--- config.mk ---
export PLATFORM = sky130hd
export DESIGN_NAME = softmax_out_writer
export DESIGN_NICKNAME = d
export VERILOG_FILES = /design/src/rtl/softmax_out_writer_pkg.sv /design/src/rtl/softmax_out_writer_fifo.sv /design/src/rtl/softmax_out_writer.sv
export SDC_FILE = /design/constraint.sdc
export NUM_CORES = 1
export LEC_CHECK = 0
export ABC_AREA = 1
export ABC_CLOCK_PERIOD_IN_PS = 2300
export CORE_AREA = 10 10 198 219
export CTS_BUF_LIST = sky130_fd_sc_hd__clkbuf_2
export DETAILED_ROUTE_END_ITERATION = 8
export DIE_AREA = 0 0 208 229
export SLEW_MARGIN = 15
export SYNTH_ARGS = -nofsm -noshare
export SYNTH_HDL_FRONTEND = slang
export SYNTH_SLANG_ARGS = --single-unit
--- constraint.sdc ---
create_clock -name clk -period 2.3 [get_ports clk]
set_input_delay 0.345 -clock clk [delete_from_list [all_inputs] [get_ports clk]]
set_output_delay 0.345 -clock clk [all_outputs]
set_load 0.01 [all_outputs]
--- src/rtl/softmax_out_writer_pkg.sv ---
// Shared widths and FSM encoding for the softmax output writer.
package softmax_out_writer_pkg;

    localparam int SMW_DATAWIDTH  = 32;
    localparam int SMW_ADDRSIZE   = 10;
    localparam int SMW_FIFO_DEPTH = 8;

    typedef enum logic [1:0] {
        IDLE = 2'd0,
        RUN  = 2'd1,
        DONE = 2'd2
    } smw_state_t;

endpackage

--- src/rtl/softmax_out_writer_fifo.sv ---
// First-word-fall-through FIFO with flush; the head is valid whenever empty is low.
module sync_fifo_fwft #(
    parameter int WIDTH = 32,
    parameter int DEPTH = 8
) (
    input  logic             clk,
    input  logic             reset,
    input  logic             flush,
    input  logic             push,
    input  logic [WIDTH-1:0] push_data,
    input  logic             pop,
    output logic             full,
    output logic             empty,
    output logic [WIDTH-1:0] head
);

    localparam int PW = $clog2(DEPTH);
    localparam int CW = PW + 1;

    logic [WIDTH-1:0] mem [DEPTH];
    logic [PW-1:0]    rd_ptr;
    logic [PW-1:0]    wr_ptr;
    logic [CW-1:0]    count;
    logic             do_pop;
    logic             do_push;

    assign empty   = (count == '0);
    assign full    = (count == CW'(DEPTH));
    assign head    = mem[rd_ptr];
    assign do_pop  = pop && !empty;
    // A pop in the same cycle frees a slot, so a full FIFO can still take a push.
    assign do_push = push && (!full || do_pop);

    always_ff @(posedge clk or negedge reset) begin
        if (!reset) begin
            rd_ptr <= '0;
            wr_ptr <= '0;
            count  <= '0;
            for (int i = 0; i < DEPTH; i++) begin
                mem[i] <= '0;
            end
        end else if (flush) begin
            rd_ptr <= '0;
            wr_ptr <= '0;
            count  <= '0;
        end else begin
            if (do_push) begin
                mem[wr_ptr] <= push_data;
                wr_ptr      <= wr_ptr + PW'(1);
            end
            if (do_pop) begin
                rd_ptr <= rd_ptr + PW'(1);
            end
            case ({do_push, do_pop})
                2'b10:   count <= count + CW'(1);
                2'b01:   count <= count - CW'(1);
                default: count <= count;
            endcase
        end
    end

endmodule

--- src/rtl/softmax_out_writer.sv ---
// Writes the softmax result stream to output memory at consecutive addresses,
// buffering write-port stalls and flagging end-of-vector and lost data.
//
// state | meaning
// IDLE  | not armed, input ignored
// RUN   | armed, accepting results and writing them out
// DONE  | last expected word written; vec_done high for this cycle
module softmax_out_writer
    import softmax_out_writer_pkg::*;
#(
    parameter int DATAWIDTH  = SMW_DATAWIDTH,
    parameter int ADDRSIZE   = SMW_ADDRSIZE,
    parameter int FIFO_DEPTH = SMW_FIFO_DEPTH
) (
    input  logic                 clk,
    input  logic                 reset,
    input  logic                 init,
    input  logic [ADDRSIZE-1:0]  out_start_addr,
    input  logic [ADDRSIZE:0]    elem_count,
    input  logic [DATAWIDTH-1:0] in_data,
    input  logic                 in_valid,
    output logic                 wr_en,
    output logic [ADDRSIZE-1:0]  wr_addr,
    output logic [DATAWIDTH-1:0] wr_data,
    input  logic                 wr_ready,
    output logic                 busy,
    output logic                 vec_done,
    output logic                 overflow
);

    smw_state_t          state;
    logic [ADDRSIZE:0]   count_lat;
    logic [ADDRSIZE:0]   wr_cnt;
    logic                running;
    logic                fifo_full;
    logic                fifo_empty;
    logic [DATAWIDTH-1:0] fifo_head;
    logic                wr_fire;
    logic                fifo_push;
    logic                drop;

    assign running   = (state == RUN);
    assign wr_en     = running && !fifo_empty;
    assign wr_data   = fifo_head;
    assign wr_fire   = wr_en && wr_ready;
    assign fifo_push = running && in_valid && !init;
    assign drop      = fifo_push && fifo_full && !wr_fire;

    sync_fifo_fwft #(
        .WIDTH (DATAWIDTH),
        .DEPTH (FIFO_DEPTH)
    ) u_fifo (
        .clk       (clk),
        .reset     (reset),
        .flush     (init),
        .push      (fifo_push),
        .push_data (in_data),
        .pop       (wr_fire),
        .full      (fifo_full),
        .empty     (fifo_empty),
        .head      (fifo_head)
    );

    always_ff @(posedge clk or negedge reset) begin
        if (!reset) begin
            state     <= IDLE;
            busy      <= 1'b0;
            vec_done  <= 1'b0;
            overflow  <= 1'b0;
            count_lat <= '0;
            wr_cnt    <= '0;
            wr_addr   <= '0;
        end else begin
            vec_done <= 1'b0;
            if (init) begin
                // Re-arm from any state; a write completing this cycle is not counted.
                count_lat <= elem_count;
                wr_cnt    <= '0;
                wr_addr   <= out_start_addr;
                overflow  <= 1'b0;
                if (elem_count == '0) begin
                    state    <= DONE;
                    busy     <= 1'b0;
                    vec_done <= 1'b1;
                end else begin
                    state <= RUN;
                    busy  <= 1'b1;
                end
            end else begin
                if (drop) begin
                    overflow <= 1'b1;
                end
                case (state)
                    IDLE: begin
                        busy <= 1'b0;
                    end
                    RUN: begin
                        if (wr_fire) begin
                            wr_cnt  <= wr_cnt + (ADDRSIZE+1)'(1);
                            wr_addr <= wr_addr + ADDRSIZE'(1);
                            if ((wr_cnt + (ADDRSIZE+1)'(1)) == count_lat) begin
                                state    <= DONE;
                                busy     <= 1'b0;
                                vec_done <= 1'b1;
                            end
                        end
                    end
                    DONE: begin
                        state <= IDLE;
                        busy  <= 1'b0;
                    end
                    default: begin
                        state <= IDLE;
                        busy  <= 1'b0;
                    end
                endcase
            end
        end
    end

endmodule

==> reports/results.env <==
STATUS='finished with violations'
VIOLATED_CHECKS='negative setup slack'
SYNTH_NETS=1728
HOLD_PATH_CLASS='in2reg'
GRT_START_MAX_NET_PINS=73
WORST-R2R-CELL-COUNT=12
SYNTHFLOPTYPE='sky130_fd_sc_hd__dfrtp_1'
WORST_SLACK_PS=-643
SYNTH.LARGEST_AREA_CELL='sky130_fd_sc_hd__dfrtp_1'
ROUTE.DETAILED.WL_PER_INST_MICRONS=16.4
ROOT_BUFFER_MASTER='sky130_fd_sc_hd__clkbuf_2'
CHIPWIDTH_MICRONS=208
CORE.ROWCOUNT=76
SYNTH_SEQ_AREA_SHARE_PCT=55.0
TOP_CELL_TYPE_S_SHARE_OF_SYNTHESIZED_AREA_PCT=55.0
GRT_ANTENNA_BEFORE_REPAIR=2
POWER_DENSITY_OVER_THE_CELLS_mW_PER_MM2=841
HOLDWS_PS=66.3
CTS_MAX_PATH_BUFFERS=3
FLOORPLAN.DIE_AREA_SQ_MM=0.0476
ANTENNA_VIOLATING_NETS_POST_ROUTE=0
YOSYS_REGISTER_BITS=303
FINALWEIGHTEDCONGESTION=0.822
VDD_IR_DROP_MAX_V=0.000396
COMBINATIONALPOWERSHARE_PCT=33.1
MIN_DELAY_PATH_DEPTH=3
NUM-NETS-FINAL=1973
CELLLEAKAGEPOWER_nW=8.53
TRANSITION_TIME_AT_THE_PIN_WITH_THE_LEAST_SLEW_MARGIN_PS=628
CLOCK-SINKS=303
COREAREA_SQ_MM=0.0388
RSZ_0062_RAISED_AFTER_GLOBAL_ROUTING='yes'
FP.DIEH_MICRONS=229
YOSYSUNIQUECELLTYPES=37
DPL.HPWL_MICRONS=23600
FINALWIRELENGTH_MICRONS=40800
CTSHTREEMAXLEVEL=3
CRITPATHMAXFANOUT=5
CP-START-KIND='flip-flop'
CELLINTERNALPOWER_W=0.00988
TIMING_HOLD_VIOLATIONS_FINAL=0
TIMING.FINAL.SETUP_VIOLATIONS=32
WORST_EP_ARRIVAL_TIME_PS=2600
VIAS_PER_CELL=5.02
YOSYSWARNINGCOUNT=0
INITIAL_UTILIZATION_PCT=35.6
PATH_CLASS='reg2out'
POST_SYNTH_MOST_FREQUENT_CELLS='sky130_fd_sc_hd__nand2_1 (367), sky130_fd_sc_hd__dfrtp_1 (303), sky130_fd_sc_hd__o21ai_0 (277), sky130_fd_sc_hd__nor2_1 (248), sky130_fd_sc_hd__o21ai_1 (127)'
PERIOD_SHARE_PCT=128
RELSLEWSLACK_PCT=58.2
STDCELL_AREA_SQ_MM=0.0182
FINALMAXSLEWVIOLATIONS=0
DR_TOTAL_VIAS=12500
CLKTRANSATPATHREGS_PS=100
FMAX_MHz=340
PLACE_WS_PS=-108
FRACTION_OF_FINAL_LAYOUT_CELLS_SIZED_BEYOND_DRIVE_STRENGTH_1_PCT=19.4
NET_SWITCHING_COMPONENT_OF_THE_POWER_W=0.00540
YOSYS.CELL_COUNT.TOP_TYPE='sky130_fd_sc_hd__nand2_1'
CRITICAL_PATH_REQUIRED_PS=1960
SYNTH_AREA_PER_CELL_SQ_UM=8.29
BOUNDARY_PIN_COUNT=104
GLOBALROUTEOVERFLOWTOTAL=0
CTS_TREE='built'
GRT_PASS1_WL_MICRONS=65700
REGISTER_AREA_SQ_MM=0.00759
SYN-INSTANCE-COUNT=1664
SYN_TO_FINAL_GROWTH_PCT=31.8
GLOBALROUTETOTALUTIL_PCT=16.8
FIN_TOTAL_PWR_W=0.0153
POST-ROUTE-DRC-COUNT=0
POST_DP_CELL_AREA_SQ_MM=0.0159
CRITICAL_PATH_CAPTURE_POINT_TYPE='output port'
ASYNC_FLOP_SHARE_PCT=100
FILLERS=3803
SYNTH_EDF_COUNT=0
SHARE_SEQ_OF_TOTAL_POWER_PCT=42.7
CLOCK-SKEW-FINAL_PS=108
SHARE_CLK_OF_TOTAL_POWER_PCT=24.2
IO_BUFFER_COUNT=103
YOSYS-TOP-CELLS-AREA='sky130_fd_sc_hd__dfrtp_1 (55%), sky130_fd_sc_hd__o21ai_0 (10%), sky130_fd_sc_hd__nand2_1 (10%)'
FIN_CRIT_PS=2940
DRT_FIRST_PASS_ITERS=5
SYN_AREA_SQ_MM=0.0138
CLOCK_INSERTION_DELAY_WORST_SKEW_PS=1030
VIAS_IN_THE_FIRST_GLOBAL_ROUTE=12300
MULTI_INPUT_AREA_SQ_MM=0.00588
CTS_MADE_BUFFERS=83
POWER.SWITCHING_FRACTION_PCT=35.3
INITIAL_DRC_COUNT=669
MAXCAPVIOLCOUNT=0
[per-stage QoR]
stage / instances / TNS [ps] / util, %
floorplan: 1664 / 0 / -
global placement: 2240 / -162 / 41.0
detailed placement: 2240 / -219 / 41.0
CTS: 2470 / -22840 / 45.9
global route: 2482 / -24660 / 46.9
finish: 2482 / -18690 / 46.9
[critical path: stages (launching register included)]
cell and delay, ps:
sky130_fd_sc_hd__dfrtp_4 520, sky130_fd_sc_hd__buf_12 160, sky130_fd_sc_hd__clkinv_8 70, sky130_fd_sc_hd__bufbuf_16 260
sky130_fd_sc_hd__nor2_1 40, sky130_fd_sc_hd__o22ai_1 160, sky130_fd_sc_hd__nor2_1 60, sky130_fd_sc_hd__a31oi_1 210
sky130_fd_sc_hd__buf_2 180
[final timing paths]
path	start	to	slack (ps)
setup / recovery	u_fifo.rd_ptr[0]	wr_data[18]	-640
hold / removal	in_data[25]	u_fifo.mem[57]	70
setup reg to reg	wr_cnt[1]	busy	260
hold reg to reg	u_fifo.mem[210]	u_fifo.mem[210]	480
max in group asynchronous	reset	u_fifo.count[1]	1040
min in group asynchronous	reset	u_fifo.mem[255]	450
[power by group through the flow]
stage                     logic, W  registers, W  clock network (W)
after floorplan            0.00230       0.00649                  0
after global placement     0.00417       0.00660                  0
after detailed placement   0.00422       0.00661                  0
after CTS                  0.00486       0.00650            0.00387
after global routing       0.00562       0.00662            0.00416
final                      0.00506       0.00653            0.00369
[cell families (layout without fill, tap and decap cells)]
kind of cell,count (synthesis),count (layout),synth area share (%)
xor gates and xnor gates,13,13,0.825
DFF,303,303,55.0
adders and majority gates,6,6,0.544
other,0,5,0
and+or+nand+nor,665,665,19.4
AOI/OAI and AO/OA,495,495,18.9
buffers and inverters,182,488,5.39
[timing repair]
item	CTS	global route
endpoints found under the setup margin	45	33
endpoints found under the hold margin	444	0
pin swaps	45	41
buffers inserted	25	6
hold buffers	47	0
gates resized for setup	245	105
cloned	15	3
[registers in the layout, indices dropped and copies added (netlist names)]
signal and count:
wr_addr 10, state 2, wr_cnt 11, u_fifo.mem 256, vec_done 1, u_fifo.wr_ptr 3
count_lat 11, busy 1, overflow 1, u_fifo.count 4, u_fifo.rd_ptr 3
[area by class of cell]
cell class | count | share of cell area, %
Clock inverter | 33 | 0.784
Inverter | 76 | 1.65
Sequential cell | 303 | 41.7
Antenna cell | 5 | 0.0688
Tap cell | 507 | 3.49
Multi-Input combinational cell | 1179 | 32.3
Timing Repair inverter | 1 | 0.0895
Timing Repair Buffer | 265 | 16.8
Clock buffer | 113 | 3.11
[cell usage in the layout, fill, tap and decap left out, types with 8 or more instances in the layout]
cell type                         synthesis  final
sky130_fd_sc_hd__o21ai_2                  0     21
sky130_fd_sc_hd__xor2_1                  11     11
sky130_fd_sc_hd__nor2_4                   2     21
sky130_fd_sc_hd__clkinv_1                 0     24
sky130_fd_sc_hd__nand2_1                367    367
sky130_fd_sc_hd__dfrtp_1                303    299
sky130_fd_sc_hd__buf_2                   43     31
sky130_fd_sc_hd__clkbuf_2                 3    113
sky130_fd_sc_hd__inv_1                   72     69
sky130_fd_sc_hd__clkdlybuf4s50_1          0     56
sky130_fd_sc_hd__o22ai_2                  0     13
sky130_fd_sc_hd__buf_4                    0     53
sky130_fd_sc_hd__nor2_1                 248    205
sky130_fd_sc_hd__nor2_2                   2     26
sky130_fd_sc_hd__dlygate4sd3_1            0     47
sky130_fd_sc_hd__o22ai_1                 38     25
sky130_fd_sc_hd__o21ai_0                277    214
sky130_fd_sc_hd__inv_2                    3      8
sky130_fd_sc_hd__buf_16                   0     13
sky130_fd_sc_hd__buf_12                   0     37
sky130_fd_sc_hd__nand3_1                 27     27
sky130_fd_sc_hd__dlygate4sd2_1            0     12
sky130_fd_sc_hd__a31oi_1                 33     28
sky130_fd_sc_hd__o21ai_1                127    169
[metal layers]
layer / share of wire [%] / track usage, %
met5: 0 / 0
met4: 2.1 / 5.98
met3: 4.5 / 3.53
met2: 50 / 29.1
met1: 44 / 20.2
(Power assumes the default switching activity.)
==> edit 1, RTL diff (same flow settings) <==
The package constant `SMW_FIFO_DEPTH` goes from 8 to 16.
--- a/src/rtl/softmax_out_writer_pkg.sv
+++ b/src/rtl/softmax_out_writer_pkg.sv
@@ -5,3 +5,3 @@
     localparam int SMW_ADDRSIZE   = 10;
-    localparam int SMW_FIFO_DEPTH = 8;
+    localparam int SMW_FIFO_DEPTH = 16;
 
Check against the original RTL: same outputs for any inputs over 4 cycles, from zero or initial values and one cycle with reset low; that may be too few to reach the edited logic, so the function may still have changed.
==> edit 1 against the original RTL <==
- the run still ends with negative setup slack left
- total power increased by 31%
- worst setup slack lost 290 ps
- synthesized cell count grew 74%
- sequential cell count increased by 259
- area after synthesis is 82% higher
- final area rose by 72%
- clock skew shrank 58 ps
- critical path depth grew 1
- first-iteration DRC count grew to 4.3 times the old value
- wire length increased by 96%
- global-route usage is 16 points higher
- hold slack improved by 7.2 ps
- register-to-register slack got worse by 110 ps
- critical path type unchanged
- highest routed layer unchanged
==> edit 1: results (changes against the original RTL) <==
syn-mean-instance-area_um2: 8.68  # was 8.29 um2
rrSetupSlack_ps: 150  # was 260 ps
final_cells: 3780  # was 2482
clk_latency_ps: 1160  # was 1030 ps
hp-start: "init"  # was in_data[25]
p_int_mw: 14.2  # was 9.88 mW
syn_nets: 2955  # was 1728
layout-drive-gt1-share_pct: 20.1  # was 19.4%
violations: "negative setup slack"  # unchanged
drt_iter0_markers: 2859  # was 669
arrival_ps: 2890  # was 2600 ps
fin_ws_ps: -935  # was -643 ps
synth_cell_types: 39  # was 37
status: "finished, violations left"  # unchanged
hold_depth: 4  # was 3
grt_pass1_wl_um: 124000  # was 65700 um
place.gp.congestion: 0.854  # was 0.822
dp.cells: 3432  # was 2240
final.setup.tns_ps: -28810  # was -18690 ps
wl_um: 79900  # was 40800 um
synthTopCellsByCount: "726 x o21ai_0, 690 x nand2_1, 562 x dfrtp_1"  # was 367 x nand2_1, 303 x dfrtp_1, 277 x o21ai_0
first_pass_iters: 8  # was 5
finClkSkew_ps: 49.4  # was 108 ps
crit_end: "wr_data[20]"  # was wr_data[18]
grt_max_degree: 70  # was 73
vdd_drop_max_v: 0.000454  # was 0.000396 V
setup-violations-final: 33  # was 32
yosysSeqAreaShare_pct: 56.1  # was 55.0%
total_leakage_power_nw: 14.5  # was 8.53 nW
reg2reg_from: "u_fifo.count[1]"  # was wr_cnt[1]
grtUsageTotal_pct: 32.3  # was 16.8%
dpl-instance-area_um2: 27900  # was 15900 um2
cp-startpoint: "u_fifo.rd_ptr[1]"  # was u_fifo.rd_ptr[0]
critPathMaxFanout: 7  # was 5
clk_pin_slew_ps: 130  # was 100 ps
yosys-top-cells-area: "dfrtp_1 56%, o21ai_0 14%, nand2_1 10%, nor2_1 2.8%, a21oi_1 2.7%"  # was dfrtp_1 55%, o21ai_0 10%, nand2_1 10%, nor2_1 6.7%, o21ai_1 4.6%
dp_hpwl_um: 45000  # was 23600 um
[edit 1: cell types whose count changed after synthesis, sizes merged, moves of 4 or more]
| cell | unedited run | this run |
|---|---|---|
| buf | 48 | 58 |
| o221ai | 2 | 66 |
| nor2 | 252 | 187 |
| o22ai | 38 | 71 |
| clkbuf | 58 | 175 |
| o21ai | 404 | 762 |
| inv | 76 | 83 |
| nand4 | 5 | 9 |
| a21oi | 7 | 134 |
| nand2 | 371 | 694 |
| a31oi | 33 | 1 |
| nand3 | 32 | 45 |
| dfrtp | 303 | 562 |
[edit 1: worst min-delay path by stage]
stage / to / slack, ps
after floorplan: busy / 50
after global placement: u_fifo.mem[132] / 350
after detailed placement: u_fifo.mem[132] / 350
after CTS: count_lat[6] / 0.6
after global routing: count_lat[9] / 70
final: count_lat[9] / 70
[edit 1: logic make-up (layout without fill, tap and decap cells)]
group | after synthesis | in the layout | synth area share (%)
AO/OA/AOI/OAI | 1043 | 1043 | 22.3
XOR/XNOR | 14 | 14 | 0.544
adder cells (fa/ha/maj) | 9 | 9 | 0.449
buffers and inverters | 317 | 700 | 5.36
flip-flops | 562 | 562 | 56.1
other | 0 | 2 | 0
AND/OR/NAND/NOR | 943 | 943 | 15.3
[edit 1: cell type report]
class | instances | area (um2) | area share (%)
well taps | 507 | 634 | 2.03
repair buffers | 373 | 4560 | 14.6
multi-input cells | 2009 | 10400 | 33.2
clock buffers | 212 | 1060 | 3.39
inverters | 84 | 345 | 1.10
clock inverters | 31 | 225 | 0.720
diodes | 2 | 5.00 | 0.0160
flip-flops and latches | 562 | 14100 | 45.0
[edit 1: power by group through the flow]
stage	Combinational [mW]	Sequential, mW	Clock, mW
final	2.44	10.6	6.98
after global routing	2.69	10.6	7.57
after CTS	2.35	10.6	7.04
after detailed placement	2.29	10.7	0
after global placement	2.23	10.7	0
after floorplan	1.10	10.7	0
[edit 1: routing by layer]
layer | global-route usage (%) | vias to the layer above | share of wire, %
li1 | - | 10462 | -
met1 | 41.7 | 11483 | 40
met2 | 51.6 | 1407 | 48
met3 | 6.59 | 267 | 9.1
met4 | 15.4 | 0 | 3.7
met5 | 0 | - | 0
[edit 1: timing repair]
action                                  CTS  global route
hold buffers                             43             0
gates resized for setup                 403           108
hold endpoints to repair                636             0
cloned                                   12             5
pin swaps                                73            38
endpoints found under the setup margin   46            67
setup buffers                            40            10
[edit 1: tightest hold or removal path, stage by stage]
cell,delay [ps]
clkdlybuf4s50_1,420
buf_4,250
nand2_1,90
o21ai_0,70
==> edit 2, RTL diff (same settings) <==
Without the edit above. Put one more register stage on the output `overflow`, cleared by the reset. The value now appears one clock later. The other outputs are not delayed to match.
--- a/src/rtl/softmax_out_writer.sv
+++ b/src/rtl/softmax_out_writer.sv
@@ -29,2 +29,4 @@
 );
+
+    logic overflow_s0;
 
@@ -68,3 +70,3 @@
             vec_done  <= 1'b0;
-            overflow  <= 1'b0;
+            overflow_s0 <= 1'b0;
             count_lat <= '0;
@@ -79,3 +81,3 @@
                 wr_addr   <= out_start_addr;
-                overflow  <= 1'b0;
+                overflow_s0 <= 1'b0;
                 if (elem_count == '0) begin
@@ -90,3 +92,3 @@
                 if (drop) begin
-                    overflow <= 1'b1;
+                    overflow_s0 <= 1'b1;
                 end
@@ -120,2 +122,10 @@
 
+    always_ff @(posedge clk or negedge reset) begin
+        if (!reset) begin
+            overflow <= '0;
+        end else begin
+            overflow <= overflow_s0;
+        end
+    end
+
 endmodule
Function: no difference found for any inputs over 4 cycles, from zero or initial values and one cycle with reset low; that may be too few to reach the edited logic, so the function may still have changed.
==> edit 2 against the original RTL <==
- first-iteration DRC count is 45% higher
- sequential share of layout area is 2.3 points higher
- hold slack better by 41 ps
- the run still ends with negative setup slack left
- sequential cell count is 1 higher
- final area is 4.9% lower
- largest power group unchanged
- wire length is 2.9% lower
- largest cell class unchanged
- area after synthesis is 0.18% higher
- clock skew is 43 ps lower
- worst setup slack better by 140 ps
- total power is 3.2% lower
==> edit 2: results (changes against the original RTL) <==
fill_cells: 3922  # was 3803
htree_levels: 3  # unchanged
clk_pin_slew_ps: 80  # was 100 ps
wl_um: 39600  # was 40800 um
nNonClkInverters: 76  # was 77
hp-start: "out_start_addr[9]"  # was in_data[25]
synth-xor-area-share_pct: 0.824  # was 0.825%
place.gp.congestion: 0.817  # was 0.822
dpl-instance-area_um2: 15900  # about the same
critPathMaxFanout: 8  # was 5
nNetsFinal: 1922  # was 1973
ys_ff_latch: 304  # was 303
dp_slack_ps: -34.2  # was -108 ps
clk_latency_ps: 910  # was 1030 ps
synthCells: 1665  # was 1664
drt-vias-per-instance: 5.00  # was 5.02
syn_nets: 1729  # was 1728
setup-violations-final: 32  # unchanged
dp.cells: 2238  # was 2240
bufAreaShareNonClock_pct: 13.8  # was 16.8%
num-multi-input-gates: 1179  # unchanged
final.setup.tns_ps: -13140  # was -18690 ps
drt_iter0_markers: 969  # was 669
violations: "negative setup slack"  # unchanged
antenna_found_initial: 3  # was 2
total_leakage_power_nw: 8.18  # was 8.53 nW
grt_pass1_vias: 12433  # was 12299
final_util_pct: 44.6  # was 46.9%
arrival_ps: 2450  # was 2600 ps
synth_cell_types: 37  # unchanged
synth.area.mux_share_pct: 0  # unchanged
grt_max_degree: 77  # was 73
finClkSkew_ps: 64.6  # was 108 ps
synthTopCellsByCount: "367 x nand2_1, 304 x dfrtp_1, 277 x o21ai_0"  # was 367 x nand2_1, 303 x dfrtp_1, 277 x o21ai_0
synth_fa_ha_area_share_pct: 0.543  # was 0.544%
fin_ws_ps: -500  # was -643 ps
synth_compound_area_share_pct: 18.9  # about the same
p_int_mw: 9.69  # was 9.88 mW
grt_pass1_wl_um: 65600  # was 65700 um
status: "finished, violations left"  # unchanged
num-clock-buffers: 121  # was 113
yosys-top-cells-area: "dfrtp_1 55%, o21ai_0 10%, nand2_1 10%, nor2_1 6.7%, o21ai_1 4.6%"  # unchanged
antenna_cells: 3  # was 5
vdd_drop_max_v: 0.000423  # was 0.000396 V
tightest_slew_ps: 508  # was 628 ps
multi_input_area_um2: 5640  # was 5880 um2
yosysSeqAreaShare_pct: 55.0  # about the same
numCtsBuffers: 82  # was 83
grtUsageTotal_pct: 16.4  # was 16.8%
nNonClkBuffers: 215  # was 265
ff_latch_area_um2: 7620  # was 7590 um2
dp_hpwl_um: 24200  # was 23600 um
layout-drive-gt1-share_pct: 16.9  # was 19.4%
reg2reg_from: "u_fifo.count[2]"  # was wr_cnt[1]
clock_area_share_pct: 4.07  # was 3.89%
final_cells: 2423  # was 2482
edit 2: cell count changes after synthesis, sizes merged:
cell	before	now
dfrtp	303	304
edit 2: worst max-delay path, delay by kind of cell, from the launching register on:
kind | cells | cell delay (ps)
simple gates | 2 | 220
compound gates | 2 | 140
buf+inv | 5 | 730
flops | 1 | 520
edit 2: cells by family (layout without fill, tap and decap cells):
family                   after synthesis  after routing
AND/OR/NAND/NOR                      665            665
AO/OA/AOI/OAI                        495            495
flip-flops                           304            304
buffers and inverters                182            430
XOR/XNOR                              13             13
adder cells (fa/ha/maj)                6              6
other                                  0              3
edit 2: repair_timing:
item | 4_1_cts | 5_1_grt
resized for setup | 185 | 73
pin swaps | 21 | 14
setup buffers | 12 | 3
hold endpoints to repair | 321 | 0
hold buffers | 20 | 0
gates cloned | 5 | 4
setup endpoints to repair | 39 | 34
edit 2: power by group through the flow:
stage | Clock, mW | Combinational (mW) | Sequential [mW]
2_1_floorplan | 0 | 2.30 | 6.51
3_3_place_gp | 0 | 4.17 | 6.63
3_5_place_dp | 0 | 4.22 | 6.65
4_1_cts | 3.91 | 4.34 | 6.52
5_1_grt | 4.19 | 5.07 | 6.64
6_report | 3.73 | 4.52 | 6.54
edit 2: path summary, 6_finish.rpt:
path,endpoint,slack [ps],depth (start not counted)
max in group asynchronous,u_fifo.mem[45],1240,4
worst min-delay path,wr_addr[9],110,3
worst max-delay path,wr_data[5],-500,9
worst max register to register,u_fifo.mem[109],260,8
min in group asynchronous,u_fifo.mem[24],590,4
worst min register to register,overflow,390,0
edit 2: per-layer routing:
metal	global-route usage [%]	wire, um	up-vias
met2	27.8	19400	266
met5	0	0	-
li1	-	-	5969
met4	5.94	816	0
met1	20.5	17700	5814
met3	3.16	1630	62
